==> src/rtl/adc_spi_capture_if.sv <==
// adc_spi_capture_if
//   Groups the ADC serial bus and the sample-output strobe/flags of
//   adc_spi_capture into one bundle.
//   Signals:
//     ADC_SDATA  serial data from the ADC
//     ADC_CS_n   ADC chip select, active low
//     ADC_SCLK   serial clock to the ADC, idles high
//     u          signed W-bit sample, held between strobes
//     Enable     one-cycle strobe marking a new u
//     Overrun    sticky flag, a conversion start was lost
//   Modports:
//     master  the capture block (drives the ADC bus and the sample outputs)
//     slave   the ADC / filter side
//   W must match the W of the adc_spi_capture instance it is bound to.
interface adc_spi_capture_if #(
    parameter int W = 25
);
    logic                ADC_SDATA;
    logic                ADC_CS_n;
    logic                ADC_SCLK;
    logic signed [W-1:0] u;
    logic                Enable;
    logic                Overrun;

    modport master (
        input  ADC_SDATA,
        output ADC_CS_n,
        output ADC_SCLK,
        output u,
        output Enable,
        output Overrun
    );

    modport slave (
        output ADC_SDATA,
        input  ADC_CS_n,
        input  ADC_SCLK,
        input  u,
        input  Enable,
        input  Overrun
    );
endinterface

==> src/rtl/adc_spi_capture.sv <==
// adc_spi_capture
//   Periodically reads a 16-bit frame from a serial ADC, formats the
//   ADC_BITS-bit code carried in the low bits of the frame into a signed
//   W-bit fixed-point sample (code << SHIFT) and strobes it to the filter
//   chain.
//   Ports:
//     CLK      system clock, rising edge
//     Reset    synchronous, active-high
//     Run      high = periodic conversions enabled
//     bus      adc_spi_capture_if.master: ADC_SDATA in; ADC_CS_n, ADC_SCLK,
//              u, Enable, Overrun out
//   Build option:
//     ADC_OFFSET_BINARY_EN  defined   -> code is offset binary (midscale = 0)
//                           undefined -> code is unsigned, zero-extended
//   Frame timing (tick in cycle T): CS_n low from T+1, SETUP CLK_DIV cycles
//   with SCLK high, 16 SCLK periods (low then high, CLK_DIV cycles each),
//   DONE with Enable high in cycle T+1+33*CLK_DIV.
module adc_spi_capture #(
    parameter int W             = 25,
    parameter int ADC_BITS      = 12,
    parameter int SHIFT         = 10,
    parameter int CLK_DIV       = 4,
    parameter int SAMPLE_PERIOD = 2000
) (
    input  logic               CLK,
    input  logic               Reset,
    input  logic               Run,
    adc_spi_capture_if.master  bus
);

    localparam int CNT_W = (SAMPLE_PERIOD > 1) ? $clog2(SAMPLE_PERIOD) : 1;
    localparam int DIV_W = (CLK_DIV > 1) ? $clog2(CLK_DIV) : 1;
    localparam logic [CNT_W-1:0] CNT_LAST = CNT_W'(SAMPLE_PERIOD - 1);
    localparam logic [DIV_W-1:0] DIV_LAST = DIV_W'(CLK_DIV - 1);

    typedef enum logic [1:0] {
        ST_IDLE,
        ST_SETUP,
        ST_SHIFT,
        ST_DONE
    } state_t;

    state_t              state_q, state_d;
    logic [CNT_W-1:0]    cnt_q, cnt_d;
    logic [DIV_W-1:0]    div_q, div_d;
    logic [4:0]          edge_q, edge_d;
    logic [ADC_BITS-1:0] sreg_q, sreg_d;
    logic                cs_n_q, cs_n_d;
    logic                sclk_q, sclk_d;
    logic                enable_q, enable_d;
    logic                overrun_q, overrun_d;
    logic signed [W-1:0] u_q, u_d;

    logic                tick;
    logic                div_last;
    logic signed [W-1:0] code_ext;

    assign tick     = Run && (cnt_q == CNT_LAST);
    assign div_last = (div_q == DIV_LAST);

    // Only the last ADC_BITS bits of the 16-bit frame survive in sreg_q.
`ifdef ADC_OFFSET_BINARY_EN
    // Inverting the MSB of an offset-binary code gives its two's-complement value.
    assign code_ext = {{(W-ADC_BITS+1){~sreg_q[ADC_BITS-1]}}, sreg_q[ADC_BITS-2:0]};
`else
    assign code_ext = {{(W-ADC_BITS){1'b0}}, sreg_q};
`endif

    always_comb begin
        state_d   = state_q;
        cnt_d     = (!Run || tick) ? '0 : cnt_q + CNT_W'(1);
        div_d     = div_q;
        edge_d    = edge_q;
        sreg_d    = sreg_q;
        cs_n_d    = cs_n_q;
        sclk_d    = sclk_q;
        enable_d  = 1'b0;
        overrun_d = overrun_q;
        u_d       = u_q;

        if (tick && (state_q != ST_IDLE)) begin
            overrun_d = 1'b1;
        end

        case (state_q)
            ST_IDLE: begin
                if (tick) begin
                    state_d = ST_SETUP;
                    cs_n_d  = 1'b0;
                    sclk_d  = 1'b1;
                    div_d   = '0;
                end
            end
            ST_SETUP: begin
                if (div_last) begin
                    state_d = ST_SHIFT;
                    sclk_d  = 1'b0;
                    div_d   = '0;
                    edge_d  = '0;
                end else begin
                    div_d = div_q + DIV_W'(1);
                end
            end
            ST_SHIFT: begin
                if (!div_last) begin
                    div_d = div_q + DIV_W'(1);
                end else begin
                    div_d = '0;
                    if (!sclk_q) begin
                        // Rising SCLK edge: capture the bit the ADC presented.
                        sclk_d = 1'b1;
                        sreg_d = {sreg_q[ADC_BITS-2:0], bus.ADC_SDATA};
                        edge_d = edge_q + 5'd1;
                    end else if (edge_q == 5'd16) begin
                        // End of the 16th high phase: frame complete.
                        state_d  = ST_DONE;
                        cs_n_d   = 1'b1;
                        enable_d = 1'b1;
                        u_d      = code_ext << SHIFT;
                    end else begin
                        sclk_d = 1'b0;
                    end
                end
            end
            ST_DONE: begin
                state_d = ST_IDLE;
            end
            default: begin
                state_d = ST_IDLE;
            end
        endcase
    end

    always_ff @(posedge CLK) begin
        if (Reset) begin
            state_q   <= ST_IDLE;
            cnt_q     <= '0;
            div_q     <= '0;
            edge_q    <= '0;
            sreg_q    <= '0;
            cs_n_q    <= 1'b1;
            sclk_q    <= 1'b1;
            enable_q  <= 1'b0;
            overrun_q <= 1'b0;
            u_q       <= '0;
        end else begin
            state_q   <= state_d;
            cnt_q     <= cnt_d;
            div_q     <= div_d;
            edge_q    <= edge_d;
            sreg_q    <= sreg_d;
            cs_n_q    <= cs_n_d;
            sclk_q    <= sclk_d;
            enable_q  <= enable_d;
            overrun_q <= overrun_d;
            u_q       <= u_d;
        end
    end

    assign bus.ADC_CS_n = cs_n_q;
    assign bus.ADC_SCLK = sclk_q;
    assign bus.u        = u_q;
    assign bus.Enable   = enable_q;
    assign bus.Overrun  = overrun_q;

endmodule

==> src/flat_wrapper.sv <==
// flat-port wrapper written by rule: the top's interface ports become plain ports
module adc_spi_capture_flat 
#(
    parameter int W             = 25,
    parameter int ADC_BITS      = 12,
    parameter int SHIFT         = 10,
    parameter int CLK_DIV       = 4,
    parameter int SAMPLE_PERIOD = 2000
)
  (CLK, Reset, Run, bus_ADC_SDATA, bus_ADC_CS_n, bus_ADC_SCLK, bus_u, bus_Enable, bus_Overrun);
  adc_spi_capture_if #(.W(W)) bus_i ();
  input  logic CLK;
  input  logic Reset;
  input  logic Run;
  input wire logic [$bits(bus_i.ADC_SDATA)-1:0] bus_ADC_SDATA;
  output wire logic [$bits(bus_i.ADC_CS_n)-1:0] bus_ADC_CS_n;
  output wire logic [$bits(bus_i.ADC_SCLK)-1:0] bus_ADC_SCLK;
  output wire logic [$bits(bus_i.u)-1:0] bus_u;
  output wire logic [$bits(bus_i.Enable)-1:0] bus_Enable;
  output wire logic [$bits(bus_i.Overrun)-1:0] bus_Overrun;
  assign bus_i.ADC_SDATA = bus_ADC_SDATA;
  assign bus_ADC_CS_n = bus_i.ADC_CS_n;
  assign bus_ADC_SCLK = bus_i.ADC_SCLK;
  assign bus_u = bus_i.u;
  assign bus_Enable = bus_i.Enable;
  assign bus_Overrun = bus_i.Overrun;
  adc_spi_capture #(.W(W), .ADC_BITS(ADC_BITS), .SHIFT(SHIFT), .CLK_DIV(CLK_DIV), .SAMPLE_PERIOD(SAMPLE_PERIOD)) u_core (.CLK(CLK), .Reset(Reset), .Run(Run), .bus(bus_i));
endmodule
==> config.mk <==
export PLATFORM = sky130hd
export DESIGN_NAME = adc_spi_capture_flat
export DESIGN_NICKNAME = d
export VERILOG_FILES = /design/src/rtl/adc_spi_capture_if.sv /design/src/rtl/adc_spi_capture.sv /design/src/flat_wrapper.sv
export SDC_FILE = /design/constraint.sdc
export NUM_CORES = 1
export LEC_CHECK = 0
export BUFFER_PORTS_ARGS = -buffer_cell sky130_fd_sc_hd__buf_4
export CAP_MARGIN = 20
export CORE_MARGIN = 3
export CORE_UTILIZATION = 60
export CTS_BUF_LIST = sky130_fd_sc_hd__clkbuf_4 sky130_fd_sc_hd__clkbuf_8
export DETAILED_ROUTE_END_ITERATION = 10
export HOLD_SLACK_MARGIN = 0.15
export PLACE_DENSITY = 0.87
export REMOVE_ABC_BUFFERS = 1
export SETUP_SLACK_MARGIN = 0.3
export SLEW_MARGIN = 5
export SYNTH_ARGS = -nofsm -noshare
export SYNTH_HDL_FRONTEND = slang
export SYNTH_SLANG_ARGS = --single-unit
==> constraint.sdc <==
create_clock -name CLK -period 4.8 [get_ports CLK]
set_clock_uncertainty 0.05 [all_clocks]
set_input_delay 0.72 -clock CLK [delete_from_list [all_inputs] [get_ports CLK]]
set_output_delay 0.72 -clock CLK [all_outputs]
set_load 0.02 [all_outputs]
== Word-level counts from Yosys, hierarchy flattened ==
Index checks and enable logic that the tools add are counted.
W data, S select, Z words.

* Bitwise logic cells: 3
* Equality and inequality tests: 12
* Mux-type cells: 24
* Add/subtract/negate cells: 3
* Reductions and logical operators: 20

{| class="wikitable"
|+ Operators with widths
! operator !! number
|-
| $mux W5 || 3
|-
| $mux W2 || 7
|-
| $reduce_and A4 Y1 || 3
|-
| $add A11 B1 Y11 const B || 1
|-
| $eq A11 B11 Y1 const B || 1
|-
| $ne A2 B1 Y1 const B || 5
|-
| $pmux W5 S2 || 1
|-
| $reduce_and A5 Y1 || 2
|-
| $mux W1 || 9
|-
| $pmux W2 S4 || 1
|-
| $reduce_bool A2 Y1 || 4
|-
| $eq A2 B2 Y1 const B || 3
|-
| $add A5 B1 Y5 const B || 1
|-
| $eq A5 B5 Y1 const B || 1
|-
| $pmux W2 S2 || 1
|-
| $reduce_or A2 Y1 || 2
|-
| $reduce_or A4 Y1 || 1
|-
| $not A1 Y1 || 3
|-
| $pmux W1 S3 || 1
|-
| $reduce_and A3 Y1 || 1
|-
| $reduce_bool A3 Y1 || 1
|-
| $add A2 B1 Y2 const B || 1
|-
| $eq A2 B1 Y1 const B || 1
|-
| $logic_and A1 B1 Y1 || 2
|-
| 6 further kinds || 6
|}

* Word-level logic and storage cells: 72
* Output and inout port bits: 29
* Flip-flop bits (word level): 48

== Depth between registers and ports, before layout ==
* Word-level depth: 5
* Mapped depth: 8

== Worst setup path after synthesis ==
Ideal clock, no wire load.

* Path kind: flip-flop to flip-flop
* Start point: register u_core.state_q[0]
* End point: register u_core.sclk_q (netlist: u_core.bus.ADC_SCLK)
* Cell stages (with the launch flop): 8
* Library setup time: 0.122 ns
* Buffers on the path: 1
* Path slack: 3.026 ns
* Arrival time: 1.601 ns
* Cell sequence: dfxtp_1 > inv_1 > ha_1 > buf_6 > or2_2 > a21oi_1 > a21boi_2 > a311o_1

* Longest elaborated chain between the ends: 3

{| class="wikitable"
|+ Ends and longest elaborated chain
! item !! line !! source
|-
| start: declaration || adc_spi_capture.sv:43 || <nowiki>state_t state_q, state_d;</nowiki>
|-
| start signal: assignment || adc_spi_capture.sv:147 || <nowiki>state_q <= state_d;</nowiki>
|-
| $eq A2 B2 Y1, or another cell as far along || adc_spi_capture.sv:85 || <nowiki>case (state_q)</nowiki>
|-
| $ne A2 B1 Y1 (no line) or $reduce_bool A3 Y1 (tied branches) || -- ||
|-
| $reduce_and A4 Y1 (no line) || -- ||
|-
| end signal: assignment || adc_spi_capture.sv:153 || <nowiki>sclk_q <= sclk_d;</nowiki>
|-
| end: declaration || adc_spi_capture.sv:49 || <nowiki>logic sclk_q, sclk_d;</nowiki>
|}

Parallel ways exist; a longest one is shown, timed or not.
A chain may end at the register's enable or synchronous reset.

== Final worst setup path ==
* Start point: register u_core.state_q[0]
* End point: register u_core.sreg_q[8]

* Longest elaborated chain between the ends: 2

{| class="wikitable"
|+ Ends and longest elaborated chain
! item !! line !! source
|-
| $eq A2 B2 Y1 || adc_spi_capture.sv:85 ||
|-
| $reduce_and A3 Y1 (no line) || -- ||
|-
| end signal: assignment || adc_spi_capture.sv:151 || <nowiki>sreg_q <= sreg_d;</nowiki>
|-
| end: declaration || adc_spi_capture.sv:47 || <nowiki>logic [ADC_BITS-1:0] sreg_q, sreg_d;</nowiki>
|}

Every way passes these cells.

==> results_dict.tcl <==
set metrics [dict create \
    dieHeight_um 66.1 \
    dp_hpwl_um 2610 \
    cts_made_buffers 5 \
    netlist_area_um2 2170 \
    dr.pass1.iters 4 \
    drt_iter0_drc 107 \
    maxCapViolCount 0 \
    critPathBufInv 1 \
    grt_use_total_pct 19.6 \
    cts_max_level 2 \
    fp.dieW_um 66.1 \
    cts_num_sinks 48 \
    cts.reportedPaths.clkPinSlew_ns 0.13 \
    slowest_stage "and2_1" \
    wirelength_um 3790 \
    p_total_mw 0.824 \
    final_common_cell "nand2_1" \
    cts_root_buffer "clkbuf_4" \
    drt-met1-wl_um 1700 \
    fin_setup_tns_ns 0 \
    vias 1681 \
    start_kind "register" \
    layout.nets 286 \
    synthCells 259 \
    routed.top_layer "met4" \
    r2r_slack_ns 2.89 \
    crit_type "reg -> reg" \
    drt-wirelength-per-cell_um 11.8 \
    yosysWarnings 0 \
    setup_viol 0 \
    grt_max_degree 31 \
    cp.required_ns 5.05 \
    cts.repair.resized 0 \
    cts_buffer_depth 2 \
    synth.avg_cell_area_um2 8.38 \
    core_um2 3420 \
    slew_viol_final 0 \
    dr_wl_met2_um 1840 \
    critPathArrivalTime_ns 2.16 \
    port_buffers 19 \
    antenna_found_initial 0 \
    start_util_pct 63.5 \
    antennaDiodeCount 0 \
    synthDistinctLibCells 41 \
    slew_headroom_pct 66.0 \
    hold_violations 0 \
    ys_seq_area_share_pct 44.3 \
    drc_errors 0 \
    grt_overflow 0 \
    insertion_delay_ns 0.36 \
    min_path_type "reg -> reg" \
    p_per_area_nw_per_um2 350 \
    antenna_left 0 \
    grt_setup_unrepaired "no" \
    area_growth_pct 8.48 \
    dieArea_um2 4370 \
    final_cell_mix "62 x nand2_1, 48 x dfxtp_1, 32 x a21oi_1" \
    fmaxAchievable_mhz 523 \
    final.min_clock_period_ns 1.91 \
    crit_fanout 13 \
    drive_above_1_share_pct 13.1 \
    io_pins 33 \
    worstSetupEndpointType "register" \
    outcome "complete, no violations" \
    wl_met3_um 192 \
    synth-seq-cells 48 \
    viasPerCell 5.25 \
    peakVddDrop_uv 265 \
    fin_crit_sh_pct 39.9 \
    cts_tree "built" \
    cpPeakStageDelay_ns 0.44 \
    post_cts_buffers 0 \
    place_congestion 0.822 \
    p_leak_nw 0.886 \
    rows 21 \
    grt_pass1_vias 1554 \
    worstPathCellList "inv_1 -> ha_1 -> and2b_1 -> and2_1 -> nand2_1 -> a21oi_1" \
    grt_pass1_wl_um 6650 \
    worst_slew_pin_slew_ns 0.509 \
    cpLargestDelayFamily "simple AND/OR/NAND/NOR gates" \
    cts_hold_buf 0 \
]
-- layer usage --
| layer | track usage, % | vias to the layer above |
|---|---|---|
| met1 | 23.7 | 771 |
| met3 | 6.80 | 6 |
| met5 | 0 | - |
| li1 | - | 868 |
| met2 | 31.7 | 36 |
| met4 | 7.87 | 0 |
-- stage by stage --
step	area (µm²)	setup slack (ns)	utilization (%)	hold slack (ns)	cells
floorplan	2060	3.06	-	0.376	247
global placement	2260	2.83	66.1	0.391	312
detailed placement	2260	2.78	66.1	0.398	312
CTS	2350	2.88	68.9	0.416	320
global route	2350	2.71	68.9	0.432	320
finish	2350	2.89	68.9	0.412	320
-- logic make-up (layout without fill, tap and decap cells) --
| group | Yosys count | in the layout | share of synthesized area, % |
|---|---|---|---|
| buf+inv | 33 | 36 | 8.77 |
| compound gates | 48 | 48 | 13.8 |
| other cells | 1 | 13 | 0.173 |
| simple gates | 110 | 110 | 23.7 |
| flops | 48 | 48 | 44.3 |
| xor+xnor | 9 | 9 | 3.63 |
| mux | 1 | 1 | 0.461 |
| fa+ha+maj | 9 | 9 | 5.19 |
-- tightest hold or removal path: cells and delay by family, from the launching register on --
kind / cells / cell delay, ns
AO/OA/AOI/OAI: 1 / 0.05
flip-flops: 1 / 0.33
AND/OR/NAND/NOR: 1 / 0.05
-- state kept, by name, summed over array words and instances (netlist names) --
signal               flops
u_core.state_q           2
u_core.div_q             2
u_core.bus.Overrun       1
u_core.bus.Enable        1
u_core.bus.u            12
u_core.cnt_q            11
u_core.sreg_q           12
u_core.bus.ADC_CS_n      1
u_core.edge_q            5
u_core.bus.ADC_SCLK      1
-- worst paths after layout --
check | startpoint | depth (start not counted) | to
worst max-delay path | u_core.state_q[0]$_SDFFE_PP0P_ | 6 | u_core.sreg_q[8]$_SDFFE_PP0P_
worst max register to register | u_core.state_q[0]$_SDFFE_PP0P_ | 6 | u_core.sreg_q[8]$_SDFFE_PP0P_
worst min-delay path | u_core.bus.u[16]$_SDFFE_PP0P_ | 2 | u_core.bus.u[16]$_SDFFE_PP0P_
worst min register to register | u_core.bus.u[16]$_SDFFE_PP0P_ | 2 | u_core.bus.u[16]$_SDFFE_PP0P_
-- cells in the mapped netlist, drive strengths merged --
cell type,n,share of area [%]
xnor2,6,2.4
and4,3,1.3
and2b,2,0.75
nor3b,1,0.58
nor2b,1,0.29
nor4,1,0.29
o211ai,2,0.69
a311o,1,0.46
a32o,2,0.92
ha,9,5.2
and4bb,1,0.58
xor2,3,1.2
clkinv,1,0.17
nand3,6,1.4
and3,4,1.2
a41o,1,0.98
nand2,62,11
and2,3,0.87
mux2i,1,0.46
nor3,2,0.46
a21oi,32,7.4
a21boi,1,0.52
o21a,1,0.35
nand4,5,1.4
nor2,15,2.6
nor4b,1,0.40
buf,20,6.5
conb,1,0.17
clkbuf,4,0.69
a221oi,1,0.69
or3,2,0.58
inv,8,1.4
or2,1,0.29
dfxtp,48,44
o21ai,7,1.8
-- power breakdown --
group | switching [mW] | total [mW] | internal (mW)
clock | 0.123 | 0.261 | 0.138
combinational | 0.0841 | 0.143 | 0.0588
sequential | 0.0117 | 0.420 | 0.408
-- cell type report --
class                           count  area (µm²)
Timing Repair Buffer               19         143
Tap cell                           46        57.6
Multi-Input combinational cell    190        1060
Clock inverter                      1        30.0
Clock buffer                        7        65.1
Fill cell                         285        1060
Sequential cell                    48         961
Inverter                            9        33.8
Note: power is estimated with default switching activity, not from simulation.
